===== src/rtl/tdc_echo_proc.sv =====
// rtl/tdc_echo_proc.sv - TDC echo window processor (widest echo per angle window); optional macro TDC_ERR_DROP_EN
module tdc_echo_proc #(
    parameter logic [15:0] MIN_WIDTH = 16'd20,
    parameter logic [15:0] MAX_WIDTH = 16'd4000,
    parameter logic [19:0] TIMEOUT   = 20'd500000
) (
    input  logic        i_clk_100m,
    input  logic        i_rst_n,
    input  logic        i_angle_sync,
    input  logic        i_motor_state,
    input  logic        i_tdc_new_sig,
    input  logic [23:0] i_rise_data,
    input  logic [23:0] i_fall_data,
    input  logic        i_tdc_err_sig,
    input  logic        i_echo_ready,
    output logic        o_echo_valid,
    output logic [23:0] o_echo_rise,
    output logic [15:0] o_echo_width,
    output logic [3:0]  o_echo_num,
    output logic        o_echo_miss,
    output logic        o_echo_ovf
);

    localparam logic [0:0] ST_IDLE    = 1'b0;
    localparam logic [0:0] ST_COLLECT = 1'b1;

    logic [0:0]  state;
    logic [19:0] to_cnt;
    logic        open_win;
    logic        close_win;
    logic        abort_win;

    logic        close_d1;
    logic        close_d2;

    logic        s1_vld;
    logic [23:0] s1_rise;
    logic [23:0] s1_fall;
`ifdef TDC_ERR_DROP_EN
    logic        s1_err;
`endif

    logic [23:0] raw_c;
    logic [15:0] width_c;
    logic        err_ok;
    logic        keep_c;

    logic        s2_vld;
    logic [23:0] s2_rise;
    logic [15:0] s2_width;

    logic [3:0]  acc_num;
    logic [23:0] acc_rise;
    logic [15:0] acc_width;

    logic        take_c;
    logic [3:0]  m_num;
    logic [23:0] m_rise;
    logic [15:0] m_width;

    // Window control: open on a stable-motor sync, close on each later sync, abort on motor loss or sync timeout
    always_comb begin
        open_win  = (state == ST_IDLE) && i_angle_sync && i_motor_state;
        close_win = (state == ST_COLLECT) && i_angle_sync && i_motor_state;
        abort_win = (state == ST_COLLECT) &&
                    (!i_motor_state || (!i_angle_sync && (to_cnt == TIMEOUT - 20'd1)));
    end

    // FSM and sync-timeout counter
    always_ff @(posedge i_clk_100m or negedge i_rst_n) begin
        if (!i_rst_n) begin
            state  <= ST_IDLE;
            to_cnt <= 20'd0;
        end else if (open_win) begin
            state  <= ST_COLLECT;
            to_cnt <= 20'd0;
        end else if (abort_win) begin
            state  <= ST_IDLE;
            to_cnt <= 20'd0;
        end else if (close_win) begin
            to_cnt <= 20'd0;
        end else if (state == ST_COLLECT) begin
            to_cnt <= to_cnt + 20'd1;
        end
    end

    // Close strobe delayed two cycles so it lines up with the sample pipeline
    always_ff @(posedge i_clk_100m or negedge i_rst_n) begin
        if (!i_rst_n) begin
            close_d1 <= 1'b0;
            close_d2 <= 1'b0;
        end else if (abort_win) begin
            close_d1 <= 1'b0;
            close_d2 <= 1'b0;
        end else begin
            close_d1 <= close_win;
            close_d2 <= close_d1;
        end
    end

    // Stage 1: register the raw TDC sample; strobes outside a window are ignored
    always_ff @(posedge i_clk_100m or negedge i_rst_n) begin
        if (!i_rst_n) begin
            s1_vld  <= 1'b0;
            s1_rise <= 24'd0;
            s1_fall <= 24'd0;
`ifdef TDC_ERR_DROP_EN
            s1_err  <= 1'b0;
`endif
        end else begin
            s1_vld  <= (state == ST_COLLECT) && i_tdc_new_sig && !abort_win;
            s1_rise <= i_rise_data;
            s1_fall <= i_fall_data;
`ifdef TDC_ERR_DROP_EN
            s1_err  <= i_tdc_err_sig;
`endif
        end
    end

`ifdef TDC_ERR_DROP_EN
    assign err_ok = !s1_err;
`else
    // The error flag has no effect in this build
    assign err_ok = ~(i_tdc_err_sig & 1'b0);
`endif

    // Width with 24-bit wraparound, saturated to 16 bits, then range check
    always_comb begin
        raw_c   = s1_fall - s1_rise;
        width_c = (raw_c[23:16] == 8'd0) ? raw_c[15:0] : 16'hFFFF;
        keep_c  = s1_vld && err_ok && (width_c >= MIN_WIDTH) && (width_c <= MAX_WIDTH);
    end

    // Stage 2: register the width and accept decision
    always_ff @(posedge i_clk_100m or negedge i_rst_n) begin
        if (!i_rst_n) begin
            s2_vld   <= 1'b0;
            s2_rise  <= 24'd0;
            s2_width <= 16'd0;
        end else begin
            s2_vld   <= keep_c && !abort_win;
            s2_rise  <= s1_rise;
            s2_width <= width_c;
        end
    end

    // Merge the stage-2 sample into the running window; a tie keeps the earlier echo
    always_comb begin
        take_c  = s2_vld && ((acc_num == 4'd0) || (s2_width > acc_width));
        m_num   = (s2_vld && (acc_num != 4'd15)) ? acc_num + 4'd1 : acc_num;
        m_rise  = take_c ? s2_rise  : acc_rise;
        m_width = take_c ? s2_width : acc_width;
    end

    // Window accumulators, cleared when the window closes or aborts
    always_ff @(posedge i_clk_100m or negedge i_rst_n) begin
        if (!i_rst_n) begin
            acc_num   <= 4'd0;
            acc_rise  <= 24'd0;
            acc_width <= 16'd0;
        end else if (close_d2 || abort_win) begin
            acc_num   <= 4'd0;
            acc_rise  <= 24'd0;
            acc_width <= 16'd0;
        end else begin
            acc_num   <= m_num;
            acc_rise  <= m_rise;
            acc_width <= m_width;
        end
    end

    // Result register with valid/ready hold and overwrite pulse
    always_ff @(posedge i_clk_100m or negedge i_rst_n) begin
        if (!i_rst_n) begin
            o_echo_valid <= 1'b0;
            o_echo_rise  <= 24'd0;
            o_echo_width <= 16'd0;
            o_echo_num   <= 4'd0;
            o_echo_miss  <= 1'b0;
            o_echo_ovf   <= 1'b0;
        end else begin
            o_echo_ovf <= 1'b0;
            if (close_d2) begin
                o_echo_valid <= 1'b1;
                o_echo_rise  <= m_rise;
                o_echo_width <= m_width;
                o_echo_num   <= m_num;
                o_echo_miss  <= (m_num == 4'd0);
                o_echo_ovf   <= o_echo_valid && !i_echo_ready;
            end else if (o_echo_valid && i_echo_ready) begin
                o_echo_valid <= 1'b0;
            end
        end
    end

endmodule

===== config.mk =====
export PLATFORM = sky130hd
export DESIGN_NAME = tdc_echo_proc
export DESIGN_NICKNAME = d
export VERILOG_FILES = /design/src/rtl/tdc_echo_proc.sv
export SDC_FILE = /design/constraint.sdc
export NUM_CORES = 1
export LEC_CHECK = 0
export CORE_MARGIN = 1.5
export CORE_UTILIZATION = 43
export CTS_BUF_LIST = sky130_fd_sc_hd__clkbuf_16
export DETAILED_ROUTE_END_ITERATION = 7
export SLEW_MARGIN = 20
export SYNTH_ARGS = -nofsm -noshare
export SYNTH_HDL_FRONTEND = slang
export SYNTH_SLANG_ARGS = --single-unit

===== constraint.sdc =====
create_clock -name i_clk_100m -period 9.2 [get_ports i_clk_100m]
set_input_delay 2.3 -clock i_clk_100m [delete_from_list [all_inputs] [get_ports i_clk_100m]]
set_output_delay 2.3 -clock i_clk_100m [all_outputs]
set_load 0.03 [all_outputs]

**Yosys cells after proc, flatten, opt, wreduce, memory -nomap -nowiden**

Index checks and enable logic that the tools add are counted.

- Flip-flop bits (word level): 204
- Input bits: 55
- Output and inout port bits: 47

- Add/sub/neg operators: 3
- $lt $le $gt $ge: 3
- Eq/ne operators: 2
- Mux-type cells: 18
- Bitwise logic cells: 1
- Reductions and logical operators: 28

Operators by type and width:

| operator | number |
|---|---|
| 2-to-1 mux 20 bit | 4 |
| 2-to-1 mux 16 bit | 3 |
| 2-to-1 mux 24 bit | 2 |
| subtractor 24 bit | 1 |
| adder 20 x 1 -> 20 bit (second input constant) | 1 |
| equality test 20 x 19 -> 1 bit (second input constant) | 1 |
| >= comparator 16 x 5 -> 1 bit (second input constant) | 1 |
| greater-than comparator 16 bit | 1 |
| <= comparator 16 x 12 -> 1 bit (second input constant) | 1 |
| logical AND 1 bit | 15 |
| logical NOT 4 bit | 2 |
| logical NOT 8 bit | 1 |
| 2-to-1 mux 4 bit | 2 |
| 2-to-1 mux 1 bit | 7 |
| adder 4 x 1 -> 4 bit (second input constant) | 1 |
| logical NOT 1 bit | 4 |
| != test 4 bit (second input constant) | 1 |
| nonzero test 2 bit | 2 |
| nonzero test 4 bit | 1 |
| logical OR 1 bit | 3 |
| inverter 1 bit | 1 |

**Depth between registers and ports, before layout**

Gate-level depths: netlist of the first run.

- Depth in word-level cells: 7
- Depth in mapped cells: 13

**Worst setup path after synthesis of the first run**

Ideal clock, no wire load.

- Kind: input -> register
- From: input i_angle_sync
- To: register acc_num[0]
- Data arrival time: 3691 ps
- Setup slack: 5377 ps
- Cell stages on the path: 8
- Path through: nor4_1 -> and3_1 -> nand4_1 -> a21boi_0 -> or2_2 -> clkbuf_1 -> clkbuf_1 -> nor2_1

- Longest elaborated chain between the ends: 6

RTL lines:

| element | RTL line | text |
|---|---|---|
| from (decl) | 9 | `input logic i_angle_sync,` |
| logical NOT 1 bit | 66 | `(!i_motor_state \|\| (!i_angle_sync && (to_cnt == TIMEOUT - 20'd1)));` |
| logical AND 1 bit | 66 |  |
| logical OR 1 bit | 66 |  |
| logical AND 1 bit | 65 | `abort_win = (state == ST_COLLECT) &&` |
| logical OR 1 bit | 161 | `end else if (close_d2 \|\| abort_win) begin` |
| 2-to-1 mux 4 bit | 161 |  |
| to (signal assigned) | 166 | `acc_num <= m_num;` |
| to (decl) | 52 | `logic [3:0] acc_num;` |

Every way passes these cells.
A chain may end at the register's enable or synchronous reset.

**Final worst setup path of the first run**

Ends and elaborated chain as after synthesis.

==> metrics, run 1 <==
Post-Synth Adder-Cell Area between 6 and 7%; Overflow after GRT 0; DR DRC count 0; DPL Wire Length approximately 13 mm; multiplexer fraction of the synthesized cell area approximately 4.6%; Netlist Area Pre-Place about 9000 um2; Placer Congestion approximately 0.83; async set or reset register ratio after synthesis 100%; sequential-to-total area share from yosys stat a little under three fifths; FF-to-FF path depth 10; CTS tree built; Post-Synth Simple-Gate Area between 10 and 15%; Setup CP Type primary input to flop; WL per Instance 15.2 um; Final nets 1047; syn avg cell area 10.7 um2; Root Buffer Master clkbuf_16; final max-slew violation count 0; post-DR vias/cell between 5 and 6; DRT iter0 DRCs ~290; Post-CTS Hold Fix Bufs 0; unrepaired setup endpoints after global routing false; Critical Path RT about 9500 ps; antenna cells 0; layout cell share with drive strength beyond 1 between 6 and 7%; Final Util 54.0%; prevailing post-synth register cell dfrtp_1; slew margin rel. approximately a third; post-CTS sizing 0; Final ANT Viol Nets 0; routed vias about 6300; Area Overhead vs Synth 21.7%; CTS HTree Levels 1; status finished, final reports clean; vias in the first global route between 6000 and 7000; clk slew on worst S/H paths about 60 ps; Mapped Cells about 850; CTS Sinks about 200; CTS Buf Count 22; Synth Area in XOR/XNOR under 10%; boundary pin count just over 100; postcts setup bufs 0; Die Ht between 100 and 150 um; I/O Buffers 100; GRT Util Overall between 15 and 20%; endpoints failing hold 0; Worst Setup End Kind flop; leakage power 0.00520 uW; Critical R2R Launch s1_rise[5]; Crit Path Max Fanout 44; f_max roughly 230 MHz; yosys warns 0; Max Buffers Root-to-Sink 3; worst setup path endpoint acc_num[0]; initial antenna violation count 0; post-synthesis cell type count between 70 and 80; setup_tns 0 ps; die area between 20000 and 25000 um2; Critical Path AT about 4800 ps; Post-synth EDFFs 0; Startpoint Class primary input; Pre-antenna DRT Iters 4; largest net degree at the start of global routing approximately 90; #FFs+latches synth about 200; initial core utilization between 40 and 50%; Worst VDD drop between 0.15 and 0.2 mV; worst r2r dst s2_width[8]; Placement Rows 52; Worst Hold Class flop to flop; Final setup viols 0; final period utilization 48.2%; max-cap violations 0; post-route minimum period ~4400 ps; Die W roughly 150 um; post-synthesis compound-gate area fraction 12.6%; skew final a little under 10 ps; Detailed Route WL between 15 and 20 mm; first-pass GRT wire length ~32 mm; R2R Setup Slk around 5800 ps; pre-CTS setup slack 4240 ps; Power Density 239 nW/um2; net count after synthesis 947; CP startpoint i_angle_sync; core region area around 20000 um2; largest family of logic cells by synthesized area simple AND/OR/NAND/NOR gates; worst-margin pin slew between 1000 and 1500 ps; Clock Latency Late Sink 500 ps; post-layout worst setup margin around 4800 ps
flip-flops by register name, summed over array words and instances, names as in the netlist, 16 cells and up:
name,cells
s1_rise,24
acc_width,16
s1_fall,24
o_echo_width,16
o_echo_rise,24
acc_rise,24
s2_rise,24
to_cnt,20
s2_width,16
area by class of cell:
cell class,instances,area [um2]
clock inverters,15,138
clock buffers,23,576
repair buffers,106,1050
multi-input cells,557,3610
inverters,58,218
fillers,1902,9390
well taps,270,338
flip-flops and latches,204,5110
through the flow:
step	area [um2]	total power, uW	cells	hold slack (ps)
finish	11000	2640	1233	374
CTS	11000	2670	1233	374
global route	11000	2770	1233	381
floorplan	9070	1490	849	354
global placement	10300	1780	1195	365
detailed placement	10300	1790	1195	361
power breakdown:
| part | internal, uW | total (uW) | switching (uW) |
|---|---|---|---|
| clock network | 531 | 871 | 339 |
| logic | 275 | 689 | 415 |
| registers | 1010 | 1080 | 62.3 |
cell families (layout without fill, tap and decap cells):
family,Yosys count,count (layout)
compound gates,181,181
xor+xnor,20,20
fa+ha+maj,43,43
buf+inv,88,202
flops,204,204
mux,42,42
simple gates,271,271
placed cells by master (no fill, tap or decap), types with 8 or more instances in the layout:
cell type        count
dfrtp_1            203
nor2_1             121
clkdlybuf4s50_1     99
a21oi_1             63
inv_1               61
o21ai_0             43
ha_1                42
nand2_1             41
mux2i_1             41
nand3_1             33
clkbuf_16           23
xor2_1              14
and3_1              12
a21o_1              10
nand4_1             10
o21a_1               9
nor2b_1              8
a31oi_1              8
o211ai_1             8
layer usage:
metal  vias to the layer above  global-route usage, %  routed length (um)
li1                       3148                      -                   -
met1                      2991                   25.4                9200
met2                       128                   28.2                8430
met3                        29                   2.85                 770
met4                         0                   4.80                 357
met5                         -                      0                   0
critical path, stage by stage:
cell             delay, ps
clkdlybuf4s50_1        500
nor4_1                 200
and3_1                 190
nand4_1                110
a21boi_0               430
or2_2                  880
nor2_1                 150
synthesized netlist by cell type (all sizes together) (9+ instances only):
master | count | area share [%]
dfrtp | 204 | 56
a21o | 10 | 0.83
inv | 58 | 2.4
nor2 | 121 | 5.0
o21a | 9 | 0.74
xor2 | 14 | 1.4
and3 | 14 | 0.99
nand4 | 10 | 0.69
ha | 42 | 5.8
o21ai | 44 | 2.4
mux2i | 41 | 4.5
clkbuf | 22 | 0.91
nand3 | 38 | 2.4
a21oi | 67 | 3.9
nand2 | 42 | 1.8
how the worst min path moves through the flow:
stage | startpoint | to | slack [ps] | cells after the start
3_5_place_dp | s1_rise[18] | s2_rise[18] | 360 | 0
3_3_place_gp | s1_rise[8] | s2_rise[8] | 370 | 0
2_1_floorplan | s1_rise[10] | s2_rise[10] | 350 | 0
5_1_grt | s1_rise[18] | s2_rise[18] | 380 | 0
4_1_cts | s1_rise[18] | s2_rise[18] | 370 | 0
6_report | s1_rise[18] | s2_rise[18] | 370 | 0
Note: power is estimated with default switching activity, not from simulation.
==> run 2, diff against run 1 <==
==> constraint.sdc (replaced) <==
create_clock -name i_clk_100m -period 4.4 [get_ports i_clk_100m]
set_input_delay 1.1 -clock i_clk_100m [delete_from_list [all_inputs] [get_ports i_clk_100m]]
set_output_delay 1.1 -clock i_clk_100m [all_outputs]
set_load 0.03 [all_outputs]
==> run 2 against run 1 <==
Final area rose by 1.3%. Sequential share of layout area fell by 0.58 points. Critical path depth rose by 4. Via count rose by 1.2%. Combinational power rose by 110%. Clock skew rose by 1.3 ps. Largest cell class unchanged.
==> metrics, run 2 (synthesized netlist as in run 1, its figures left out) <==
Setup CP Type flop to flop; clk slew on worst S/H paths approximately 60 ps; max-cap violations 0; Power Density around 510 nW/um2; skew final about 11 ps; DRT iter0 DRCs 254; Placement Rows 52; fillers ~1800; GRT Util Overall between 15 and 20%; largest net degree at the start of global routing roughly 120; Die W ~150 um; kind of cell adding the most delay to the critical path simple AND/OR/NAND/NOR gates; final max-slew violation count 0; post-layout worst setup margin 1030 ps; I/O Buffers 100; post-CTS sizing 0; Final Util between 50% and 60%; leakage power around 0.0053 uW; antenna cells 0; post-route minimum period between 3000 and 4000 ps; WL per Instance ~15 um; placed inst area between 10000 and 15000 um2; Pre-antenna DRT Iters 4; routed vias about 6400; CTS HTree Levels 1; most frequent cells in the layout dfrtp_1 (203), nor2_1 (121), clkdlybuf4s50_1 (99); pre-CTS setup slack around 860 ps; Area Overhead vs Synth 23.2%; crit-path cells inv_1 -> ha_1 -> fa_1 -> nand2b_4 -> a21oi_2 -> or4_4 -> and4_4 -> or4_4 -> a221oi_2 -> o2111a_2 -> nand3_1; CTS Sinks roughly 200; Finished Cell Area 11200 um2; Max Buffers Root-to-Sink 3; Overflow after GRT 0; CTS Buf Count 22; CTS tree built; Most common cell on crit path or4_4; Worst VDD drop around 0.3 mV; die area between 20000 and 25000 um2; Post-CTS Hold Fix Bufs 0; Final nets 1051; post-DR vias/cell 5.14; first-pass GRT wire length 31.6 mm; DPL Wire Length around 13 mm; DR DRC count 0; postcts setup bufs 0; Critical Path AT 3710 ps; Final ANT Viol Nets 0; endpoints failing hold 0; most common cell after layout, fill and taps aside dfrtp_1; setup_tns 0 ps; Worst path max stage delay between 500 and 600 ps; Clock Latency Late Sink about 500 ps; slew margin rel. approximately 37%; Critical Path RT 4740 ps; Detailed Route WL approximately 19 mm; final period utilization between 70 and 80%; Root Buffer Master clkbuf_16; Die Ht between 100 and 150 um; final hold slack between 300 and 400 ps; status finished, final reports clean; initial antenna violation count 0; Crit Path Max Fanout 17; initial core utilization 44.4%; core region area slightly above 20000 um2; Final setup viols 0; Crit-path slowest cell or4_4; f_max 297 MHz; layout cell share with drive strength beyond 1 about 7.5%; vias in the first global route between 6000 and 7000; worst path bufs/invs 1; unrepaired setup endpoints after global routing false; Worst Hold Class flop to flop; boundary pin count between 100 and 150; worst-margin pin slew 945 ps; Placer Congestion between 0.8 and 0.9; Worst Setup End Kind flop; Startpoint Class flop
[run 2: changes by cell type in the layout (fill, tap and decap cells not counted)]
cell / delta
bufinv_16: +3
buf_12: +2
buf_4: +2
clkinv_2: -1
[run 2: stage by stage]
stage	std cells	total power [uW]
2_1_floorplan	849	3110
3_3_place_gp	1199	3740
3_5_place_dp	1199	3750
4_1_cts	1239	5790
5_1_grt	1239	5990
6_report	1239	5710
[run 2: cell type report]
cell class	count	area [um2]	area share, %
Clock inverter	17	223	1.99
Multi-Input combinational cell	557	3610	32.3
Timing Repair Buffer	110	1100	9.88
Clock buffer	23	576	5.15
Sequential cell	204	5110	45.7
Inverter	58	218	1.95
Tap cell	270	338	3.02
[run 2: path summary, 6_finish.rpt]
check	from	to	slack, ps	depth (start not counted)
worst max-delay path	s1_fall[0]	s2_width[14]	1030	11
worst min-delay path	s1_rise[19]	s2_rise[19]	380	0
worst max register to register	s1_fall[0]	s2_width[14]	1030	11
worst min register to register	s1_rise[19]	s2_rise[19]	380	0
max in group asynchronous	i_rst_n	acc_rise[10]	2790	2
min in group asynchronous	i_rst_n	o_echo_rise[5]	770	1
[run 2: routing by layer]
layer	wire [um]	up-vias	GRT usage, %
met1	9050	3058	24.5
met5	0	-	0
met3	771	26	2.79
met2	8680	132	29.1
met4	310	0	4.46
li1	-	3158	-
[run 2: where the power goes]
part	switching [uW]	internal [uW]	total [uW]
registers	130	2120	2250
logic	871	584	1460
clock network	714	1290	2010
total	1720	3990	5710
[run 2: worst reg2reg max path: cells and delay by family, from the launching register on]
| family | cells | cell delay [ps] |
|---|---|---|
| adders and majority gates | 2 | 410 |
| DFF | 1 | 360 |
| buffers and inverters | 1 | 90 |
| AOI/OAI and AO/OA | 3 | 760 |
| and+or+nand+nor | 5 | 1600 |
